## src/rtl/program_loader.sv

```systemverilog
// Loads a little-endian byte stream into memory as 32-bit words and holds the core in reset until the image is in place.
// Optional zero-fill of the whole memory before each load: define LOADER_CLEAR_EN.
module program_loader #(
  parameter int unsigned MEM_WORDS  = 1024,
  parameter int unsigned ADDR_WIDTH = 10,
  parameter int unsigned RESET_HOLD = 8
) (
  input  logic                  clk,
  input  logic                  reset,
  input  logic                  start,
  input  logic                  byte_valid,
  output logic                  byte_ready,
  input  logic [7:0]            byte_data,
  input  logic                  byte_last,
  output logic                  mem_we,
  output logic [ADDR_WIDTH-1:0] mem_addr,
  output logic [31:0]           mem_wdata,
  output logic                  core_reset,
  output logic                  busy,
  output logic                  done,
  output logic                  error,
  output logic [ADDR_WIDTH:0]   word_count
);

  localparam int unsigned CW     = ADDR_WIDTH + 1;
  localparam int unsigned HOLD_W = $clog2(RESET_HOLD + 2);

  typedef enum logic [2:0] {
    IDLE,
    LOAD,
    FLUSH,
    HOLD,
    RUN
`ifdef LOADER_CLEAR_EN
    , CLEAR
`endif
  } state_t;

  state_t            state;
  logic [1:0]        bidx;
  logic [31:0]       wbuf;
  logic [HOLD_W-1:0] hold_cnt;

  logic [31:0] word_c;
  logic        hs_c;
  logic        ovf_c;

  // Current word with the incoming byte merged into its lane.
  always_comb begin
    word_c = wbuf;
    word_c[{bidx, 3'b000} +: 8] = byte_data;
    hs_c  = byte_valid && byte_ready && (state == LOAD);
    ovf_c = (word_count == CW'(MEM_WORDS));
  end

  always_ff @(posedge clk or posedge reset) begin
    if (reset) begin
      state      <= IDLE;
      core_reset <= 1'b1;
      mem_we     <= 1'b0;
      mem_addr   <= '0;
      mem_wdata  <= '0;
      byte_ready <= 1'b0;
      busy       <= 1'b0;
      done       <= 1'b0;
      error      <= 1'b0;
      word_count <= '0;
      bidx       <= '0;
      wbuf       <= '0;
      hold_cnt   <= '0;
    end else begin
      mem_we <= 1'b0;
      case (state)
        IDLE, RUN: begin
          if (start) begin
            error      <= 1'b0;
            word_count <= '0;
            bidx       <= '0;
            wbuf       <= '0;
            busy       <= 1'b1;
            done       <= 1'b0;
            core_reset <= 1'b1;
`ifdef LOADER_CLEAR_EN
            state     <= CLEAR;
            mem_we    <= 1'b1;
            mem_addr  <= '0;
            mem_wdata <= '0;
`else
            state      <= LOAD;
            byte_ready <= 1'b1;
`endif
          end
        end
`ifdef LOADER_CLEAR_EN
        // Zero-fill walks mem_addr through the whole memory.
        CLEAR: begin
          if (mem_addr == ADDR_WIDTH'(MEM_WORDS - 1)) begin
            state      <= LOAD;
            byte_ready <= 1'b1;
          end else begin
            mem_we   <= 1'b1;
            mem_addr <= mem_addr + ADDR_WIDTH'(1);
          end
        end
`endif
        LOAD: begin
          if (hs_c) begin
            if (bidx == 2'd3 || byte_last) begin
              bidx <= '0;
              wbuf <= '0;
              if (ovf_c) begin
                // Memory full: drop the word and keep draining until the last byte.
                error <= 1'b1;
                if (byte_last) begin
                  state      <= IDLE;
                  byte_ready <= 1'b0;
                  busy       <= 1'b0;
                end
              end else begin
                mem_we     <= 1'b1;
                mem_addr   <= word_count[ADDR_WIDTH-1:0];
                mem_wdata  <= word_c;
                word_count <= word_count + CW'(1);
                hold_cnt   <= '0;
                if (byte_last) begin
                  byte_ready <= 1'b0;
                  state      <= (bidx == 2'd3) ? HOLD : FLUSH;
                end
              end
            end else begin
              bidx <= bidx + 2'd1;
              wbuf <= word_c;
            end
          end
        end
        // hold_cnt counts edges since the final write, whether or not it was a flush.
        FLUSH, HOLD: begin
          if (hold_cnt == HOLD_W'(RESET_HOLD)) begin
            state      <= RUN;
            core_reset <= 1'b0;
            done       <= 1'b1;
            busy       <= 1'b0;
          end else begin
            state    <= HOLD;
            hold_cnt <= hold_cnt + HOLD_W'(1);
          end
        end
        default: state <= IDLE;
      endcase
    end
  end

endmodule

```

## config.mk

```make
export PLATFORM = sky130hd
export DESIGN_NAME = program_loader
export DESIGN_NICKNAME = d
export VERILOG_FILES = /design/src/rtl/program_loader.sv
export SDC_FILE = /design/constraint.sdc
export NUM_CORES = 1
export LEC_CHECK = 0
export ABC_CLOCK_PERIOD_IN_PS = 4600
export BUFFER_PORTS_ARGS = -buffer_cell sky130_fd_sc_hd__buf_2
export CELL_PAD_IN_SITES_DETAIL_PLACEMENT = 1
export CELL_PAD_IN_SITES_GLOBAL_PLACEMENT = 2
export CORE_UTILIZATION = 42
export CTS_BUF_LIST = sky130_fd_sc_hd__clkbuf_4
export DETAILED_ROUTE_END_ITERATION = 10
export PLACE_DENSITY = 0.9
export SYNTH_ARGS = -nofsm -noshare
export SYNTH_HDL_FRONTEND = slang
export SYNTH_SLANG_ARGS = --single-unit
export TNS_END_PERCENT = 50
```

## constraint.sdc

```tcl
create_clock -name clk -period 4.6 [get_ports clk]
set_clock_uncertainty 0.15 [all_clocks]
set_input_delay 0.23 -clock clk [delete_from_list [all_inputs] [get_ports clk]]
set_output_delay 0.23 -clock clk [all_outputs]
set_load 0.05 [all_outputs]
```

==> results of run 1 <==
[metrics by stage]
step,setup slack (ps),utilization
6_report,1710,0.484
4_1_cts,1730,0.484
2_1_floorplan,1600,-
5_1_grt,1540,0.484
3_3_place_gp,1860,0.465
3_5_place_dp,1740,0.465
[placed cells by master (no fill, tap or decap), types with 6 or more instances in the layout]
cell,n
a22o_1,40
clkbuf_4,10
ha_1,10
mux2_2,8
o21ai_0,57
nand2b_1,12
nand2_1,16
mux2i_1,11
nand3_1,7
a211oi_1,6
inv_1,11
nor2_1,10
buf_2,71
dlygate4sd3_1,9
dfrtp_1,99
a21oi_1,30
mux2_4,8
nor2b_1,29
[critical path, delay by kind of cell, from the launching register on]
family,cells,cell delay [ps]
AOI/OAI and AO/OA,2,900
DFF,1,490
and+or+nand+nor,1,470
muxes,1,170
adders and majority gates,1,240
buffers and inverters,1,340
[cell type report]
cell class	instances	area [um^2]
Sequential cell	100	2500
Fill cell	1291	5890
Timing Repair Buffer	82	460
Clock buffer	10	75.1
Clock inverter	6	55.1
Tap cell	143	179
Inverter	15	61.3
Multi-Input combinational cell	294	2190
[layer usage]
metal | share of wire | global-route usage | vias up
met5 | 0 | 0 | -
met4 | 0.015 | 0.0780 | 0
met3 | 0.027 | 0.0347 | 14
met2 | 0.49 | 0.381 | 70
met1 | 0.47 | 0.313 | 1941
li1 | - | - | 1732
[power groups by stage]
stage	sequential (uW)	combinational, uW	clock (uW)
4_1_cts	1100	1070	480
3_3_place_gp	1110	1030	0
5_1_grt	1120	1160	510
3_5_place_dp	1110	1060	0
2_1_floorplan	1290	622	0
6_report	1100	1060	465
[cell families after synthesis]
group,synth area share
AO/OA/AOI/OAI,0.218
adder cells (fa/ha/maj),0.0254
buffers and inverters,0.0465
flip-flops,0.508
multiplexers,0.0650
AND/OR/NAND/NOR,0.137
[flip-flops by register name, summed over array words and instances, names as in the netlist]
register,cells
word_count,11
mem_addr,10
done,1
state,3
bidx,2
error,1
mem_we,1
wbuf,32
hold_cnt,4
byte_ready,1
core_reset,1
mem_wdata,32
busy,1
[path summary, 6_finish.rpt]
kind                              start       endpoint  cells past startpoint
max                             bidx[0]  word_count[3]                      6
max reg2reg                     bidx[0]  word_count[3]                      6
min in group asynchronous         reset         mem_we                      3
max in group asynchronous         reset  word_count[7]                      4
min                        byte_data[2]       wbuf[10]                      2
min reg2reg                    wbuf[29]       wbuf[29]                      1
==> impl_metrics.tcl, run 1 <==
set metrics [dict create \
    run_status "complete, no violations" \
    netlist_area_um2 4930 \
    p_leak_uw 0.00263 \
    cellPowerDensity_nw_per_um2 473 \
    tightest_slew_ps 1160 \
    path_clk_slew_ps 160 \
    die-area_um2 12200 \
    cts_max_level 3 \
    seq_power_share 0.418 \
    antenna_found_initial 0 \
    synth_cell_types 58 \
    yosys-top-cells-count "99 x dfrtp_1, 57 x o21ai_0, 40 x a22o_1" \
    pin_count 72 \
    synth-edff-count 0 \
    internal_power_uw 1440 \
    antenna_left 0 \
    initial_utilization 0.432 \
    hold_viol_final 0 \
    grt_overflow_total 0 \
    min_period_over_period 0.628 \
    cp_data_arrival_time_ps 3090 \
    hold_buffers 9 \
    synthTopCellsByArea "dfrtp_1 50%, a22o_1 7.1%, o21ai_0 5.8%" \
    power.total_uw 2620 \
    cts.sinks 100 \
    setup_tns_ps 0 \
    drive_gt1_frac 0.245 \
    rows 39 \
    grt_usage 0.232 \
    wire_per_inst_um 19.8 \
    grt_pass1_wl_um 21200 \
    holdWs_ps 21.0 \
    final_cell_area_um2 5530 \
    numCtsBuffers 9 \
    worstPathMaxFanout 23 \
    grt_max_degree 64 \
    drc 0 \
    rsz0062_at_grt "false" \
    crit_chain "ha_1, nor2_1, a41o_1, buf_4, a211oi_1, mux2i_1" \
    cts_root_buf "clkbuf_4" \
    max-cap-violations 0 \
    slew_headroom 0.221 \
    post_cts.repair.setup_buffers 0 \
    worstSetupEndpointType "register" \
    async_flop_share 1.00 \
    coreArea_um2 11400 \
    fp.dieW_um 110 \
    drtIter0Drc 167 \
    io_buffer_count 71 \
    setup_viol 0 \
    power_frac_comb 0.404 \
    ctsResizeCount 0 \
    drt-pass1-iter-count 4 \
    syn_avg_cell_area_um2 11.2 \
    max_freq_mhz 346 \
    ys_seq_elements 100 \
    cpPeakStageDelay_ps 790 \
    place.gp.congestion 0.798 \
    dr_total_vias 3757 \
    wl_um 12900 \
    cp_data_required_time_ps 4800 \
    stdcell_count 650 \
    syn_nets 462 \
    yosys_warnings 0 \
    grt_pass1_vias 3931 \
    via_per_inst 5.78 \
    worstHoldPathType "in -> reg" \
    n_antenna_cell 0 \
    seq_area_frac_synth 0.508 \
    finalMaxSlewViolations 0 \
    dpl.cell_count 625 \
    clkPwrFrac 0.178 \
    clock_path_buffers 2 \
    cts_tree "built" \
    p_sw_uw 1170 \
    swShare 0.449 \
    synth_flop_cell "dfrtp_1" \
    yosysTopAreaCell "dfrtp_1" \
    min_period_ps 2890 \
    reg2reg_slack_ps 1710 \
    synthesis.instances 439 \
    ir_drop_mv 0.241 \
    placed_cell_area_um2 5310 \
    clk_latency_ps 470 \
    area_delta_synth_final_pct 12.2 \
    dieHeight_um 110 \
    dpl.hpwl_um 8720 \
    worstSetupPathType "reg -> reg" \
    synth.most_common_cell "dfrtp_1" \
    layout.nets 525 \
    synth_top_area_share 0.503 \
    startpoint_type "register" \
    slowest_stage "a41o_1" \
]
No activity file was read; power rests on OpenSTA's default activity.
==> inputs of run 2 (changes only) <==
ABC_CLOCK_PERIOD_IN_PS = 2850   (was 4600)
CORE_UTILIZATION = 39   (was 42)
PLACE_DENSITY = 0.84   (was 0.9)
clock period = 2.85 ns   (was 4.6 ns; I/O delays follow)
==> run 2 against run 1 <==
Effect of this change: combinational power rose by 64%; utilization shrank 1.9 points; routed wire length down 0.68%; cell count increased by 5.7%; die area rose by 7.6%; sequential share of layout area shrank 1.0 points; first-iteration DRC count decreased by 7.2%; register-to-register slack lost 1400 ps; worst setup slack lost 1400 ps.
==> impl_metrics.tcl, run 2 (synthesis gave the netlist of run 1 again) <==
set metrics [dict create \
    run_status "complete, no violations" \
    rows 40 \
    wl_um 12800 \
    grt_max_degree 101 \
    worstSetupPathType "reg -> reg" \
    fp.dieW_um 114 \
    clkPwrFrac 0.160 \
    cts.sinks 100 \
    drtIter0Drc 155 \
    p_sw_uw 1900 \
    layout.nets 538 \
    worstPathMaxFanout 11 \
    worstHoldPathType "in -> async" \
    pin_count 72 \
    numCtsBuffers 9 \
    drive_gt1_frac 0.260 \
    min_period_over_period 0.904 \
    slew_headroom 0.541 \
    io_buffer_count 71 \
    die-area_um2 13100 \
    max-cap-violations 0 \
    fillers 1357 \
    dpl.hpwl_um 8750 \
    rsz0062_at_grt "false" \
    area_delta_synth_final_pct 14.8 \
    drt-pass1-iter-count 4 \
    worstSetupEndpointType "register" \
    power_frac_comb 0.417 \
    clock_path_buffers 2 \
    cp_data_required_time_ps 3120 \
    dpl.cell_count 660 \
    place.gp.congestion 0.776 \
    tightest_slew_ps 687 \
    p_leak_uw 0.00268 \
    wire_per_inst_um 18.6 \
    finalMaxSlewViolations 0 \
    grt_pass1_vias 3979 \
    seq_power_share 0.423 \
    drc 0 \
    antenna_left 0 \
    dr_total_vias 3758 \
    ctsResizeCount 0 \
    startpoint_type "register" \
    ir_drop_mv 0.220 \
    initial_utilization 0.405 \
    swShare 0.454 \
    min_period_ps 2580 \
    max_freq_mhz 388 \
    setup_viol 0 \
    cp_data_arrival_time_ps 2840 \
    final_cell_mix "99 x dfrtp_1, 71 x buf_2, 57 x o21ai_0" \
    coreArea_um2 12200 \
    grt_usage 0.212 \
    setup_tns_ps 0 \
    dieHeight_um 114 \
    clk_latency_ps 470 \
    antenna_found_initial 0 \
    via_per_inst 5.47 \
    cellPowerDensity_nw_per_um2 739 \
    internal_power_uw 2280 \
    rr_startpoint "bidx[0]" \
    grt_overflow_total 0 \
    n_antenna_cell 0 \
    stdcell_count 687 \
    hold_viol_final 0 \
    cts_root_buf "clkbuf_4" \
    path_clk_slew_ps 150 \
    cts_tree "built" \
    grt_pass1_wl_um 21300 \
    crit_path_start "bidx[0]" \
    reg_top3 "mem_wdata: 32 flops, wbuf: 32 flops, word_count: 11 flops" \
    mostFrequentLayoutCell "dfrtp_1" \
    cts_max_level 3 \
]
## run 2: worst paths after layout
| path | to | cells after the start | slack [ps] |
|---|---|---|---|
| hold / removal | busy | 4 | 160 |
| hold reg to reg | error | 1 | 350 |
| min in group clk | state[2] | 3 | 260 |
| setup / recovery | wbuf[4] | 5 | 270 |
| max in group asynchronous | mem_addr[1] | 4 | 1900 |
| setup reg to reg | wbuf[4] | 5 | 270 |
## run 2: worst max-delay path, stage by stage, from the launching register on
cell and delay, ps:
dfrtp_1 480, inv_1 210, ha_1 490, and4_1 440, nor2b_1 510, a22o_1 240
## run 2: metal layers
layer | vias to the layer above | global-route usage | wire (um)
li1 | 1753 | - | -
met1 | 1923 | 0.286 | 6010
met2 | 65 | 0.343 | 6120
met3 | 17 | 0.0397 | 405
met4 | 0 | 0.0736 | 241
met5 | - | 0 | 0
## run 2: repair_timing
action | CTS | global route
hold buffers | 12 | 0
hold endpoints to repair | 158 | 0
setup buffers | 0 | 0
endpoints found under the setup margin | 0 | 0
## run 2: final cells by class
cell class | count | area (um^2) | area share
flip-flops and latches | 100 | 2500 | 0.443
multi-input cells | 294 | 2190 | 0.388
repair buffers | 95 | 578 | 0.102
well taps | 168 | 210 | 0.0372
clock buffers | 10 | 75.1 | 0.0133
inverters | 15 | 62.6 | 0.0111
clock inverters | 5 | 30.0 | 0.00531
## run 2: metrics by stage
step / setup WS [ps] / utilization / hold slack [ps] / total power, uW / instance area (um^2)
floorplan: 621 / - / 76.5 / 3090 / 4930
global placement: 403 / 0.446 / 187 / 3470 / 5430
detailed placement: 320 / 0.446 / 203 / 3530 / 5430
CTS: 294 / 0.465 / 213 / 4210 / 5650
global route: 21.5 / 0.465 / 238 / 4450 / 5650
finish: 273 / 0.465 / 164 / 4180 / 5650
## run 2: power by group through the flow
stage	sequential, uW	combinational, uW	clock (uW)
finish	1770	1740	669
global route	1800	1910	745
CTS	1770	1760	685
detailed placement	1790	1740	0
global placement	1790	1680	0
floorplan	2080	1000	0
==> inputs of run 3 (changes only) <==
CORE_ASPECT_RATIO = 1.25   (was not set)
==> run 3 against run 2 <==
Effect of this change: via count increased by 0.53%; hold slack lost 150 ps; clock power is 29% higher; largest cell class unchanged.
==> impl_metrics.tcl, run 3 (synthesis gave the netlist of run 1 again) <==
set metrics [dict create \
    rsz0062_at_grt "false" \
    p_leak_uw 0.00270 \
    startpoint_type "register" \
    grt_pass1_wl_um 21500 \
    grt_overflow_total 0 \
    cts_tree "built" \
    tightest_slew_ps 716 \
    worstSetupEndpointType "register" \
    cp_data_required_time_ps 3120 \
    layout.nets 536 \
    layout_setup_ws_ps 262 \
    numCtsBuffers 9 \
    pre_cts_ws_ps 328 \
    rows 45 \
    fp.dieW_um 103 \
    antenna_left 0 \
    wl_um 12900 \
    io_buffer_count 71 \
    antenna_found_initial 0 \
    swShare 0.437 \
    n_antenna_cell 0 \
    setup_viol 0 \
    cts_max_level 3 \
    drt-pass1-iter-count 4 \
    die-area_um2 13100 \
    reg_top3 "mem_wdata: 32 flops, wbuf: 32 flops, word_count: 11 flops" \
    cts.sinks 100 \
    gr-max-usage-layer "met2" \
    slew_headroom 0.522 \
    finalMaxSlewViolations 0 \
    place.gp.congestion 0.837 \
    wire_per_inst_um 18.9 \
    setup_tns_ps 0 \
    worstPathMaxFanout 11 \
    hold_viol_final 0 \
    mostFrequentLayoutCell "dfrtp_1" \
    p_sw_uw 1910 \
    max_freq_mhz 386 \
    initial_utilization 0.403 \
    area_delta_synth_final_pct 15.6 \
    path_clk_slew_ps 160 \
    via_per_inst 5.54 \
    worstSetupPathType "reg -> reg" \
    max-cap-violations 0 \
    grt_pass1_vias 4022 \
    holdWs_ps 17.9 \
    clk_latency_ps 470 \
    power_frac_comb 0.396 \
    cp_data_arrival_time_ps 2850 \
    coreArea_um2 12200 \
    dpl.hpwl_um 8970 \
    ir_drop_mv 0.371 \
    dr_total_vias 3778 \
    drc 0 \
    min_period_over_period 0.908 \
    run_status "complete, no violations" \
    met1_usage 0.292 \
    grt_usage 0.216 \
    use_met2 0.356 \
    cellPowerDensity_nw_per_um2 767 \
    clkPwrFrac 0.198 \
    use_met3 0.0300 \
    seq_power_share 0.406 \
    grt_max_degree 88 \
    internal_power_uw 2460 \
    final_cell_mix "99 x dfrtp_1, 71 x buf_2, 57 x o21ai_0" \
    worstHoldPathType "in -> async" \
    dieHeight_um 128 \
    cts_root_buf "clkbuf_4" \
    clock_path_buffers 2 \
    drtIter0Drc 145 \
    drive_gt1_frac 0.259 \
    post_cts.repair.setup_buffers 0 \
    pin_count 72 \
    min_period_ps 2590 \
]
-- run 3: cell count changes in the layout (fill, tap and decap cells not counted) --
cell / previous run / this run
clkinv_2: 3 / 1
clkinvlp_4: 3 / 1
bufinv_16: 0 / 2
clkinv_4: 0 / 3
clkbuf_4: 10 / 9
buf_4: 11 / 9
inv_6: 0 / 1
-- run 3: what timing repair did --
item / 4_1_cts / 5_1_grt
endpoints found under the hold margin: 160 / 0
endpoints found under the setup margin: 0 / 0
resized for setup: 0 / 0
hold buffers: 12 / 0
-- run 3: per-layer routing --
layer / up-vias / wire length, um
li1: 1752 / -
met1: 1943 / 5780
met2: 71 / 6560
met3: 12 / 356
met4: 0 / 191
met5: - / 0
-- run 3: final timing paths --
kind / start / end / slack, ps / cells after the start
min in group clk: start / state[2] / 240 / 3
max in group asynchronous: reset / hold_cnt[3] / 1760 / 4
worst max-delay path: bidx[0] / wbuf[3] / 260 / 5
worst max register to register: bidx[0] / wbuf[3] / 260 / 5
worst min-delay path: reset / hold_cnt[1] / 20 / 3
worst min register to register: error / error / 360 / 1
-- run 3: through the flow --
stage / instances / instance area (um^2) / power, uW / utilization
global route: 682 / 5700 / 4640 / 0.466
finish: 682 / 5700 / 4370 / 0.466
global placement: 654 / 5410 / 3460 / 0.443
floorplan: 439 / 4930 / 3090 / -
CTS: 682 / 5700 / 4410 / 0.466
detailed placement: 654 / 5410 / 3520 / 0.443
-- run 3: final cells by class --
class / instances / area, um^2
fillers: 1382 / 6520
flip-flops and latches: 100 / 2500
multi-input cells: 294 / 2190
repair buffers: 93 / 563
well taps: 164 / 205
clock inverters: 7 / 100
clock buffers: 9 / 67.6
inverters: 15 / 62.6
-- run 3: worst max-delay path, stage by stage (launching register included) --
cell and delay, ps:
dfrtp_1 480, inv_1 210, ha_1 470, and4_1 450, nor2b_1 520, a22o_1 240
-- run 3: power groups by stage --
stage	logic (uW)	registers, uW	clock network, uW
3_5_place_dp	1720	1800	0
5_1_grt	1880	1810	946
3_3_place_gp	1670	1790	0
4_1_cts	1740	1770	896
6_report	1730	1770	865
2_1_floorplan	1000	2080	0
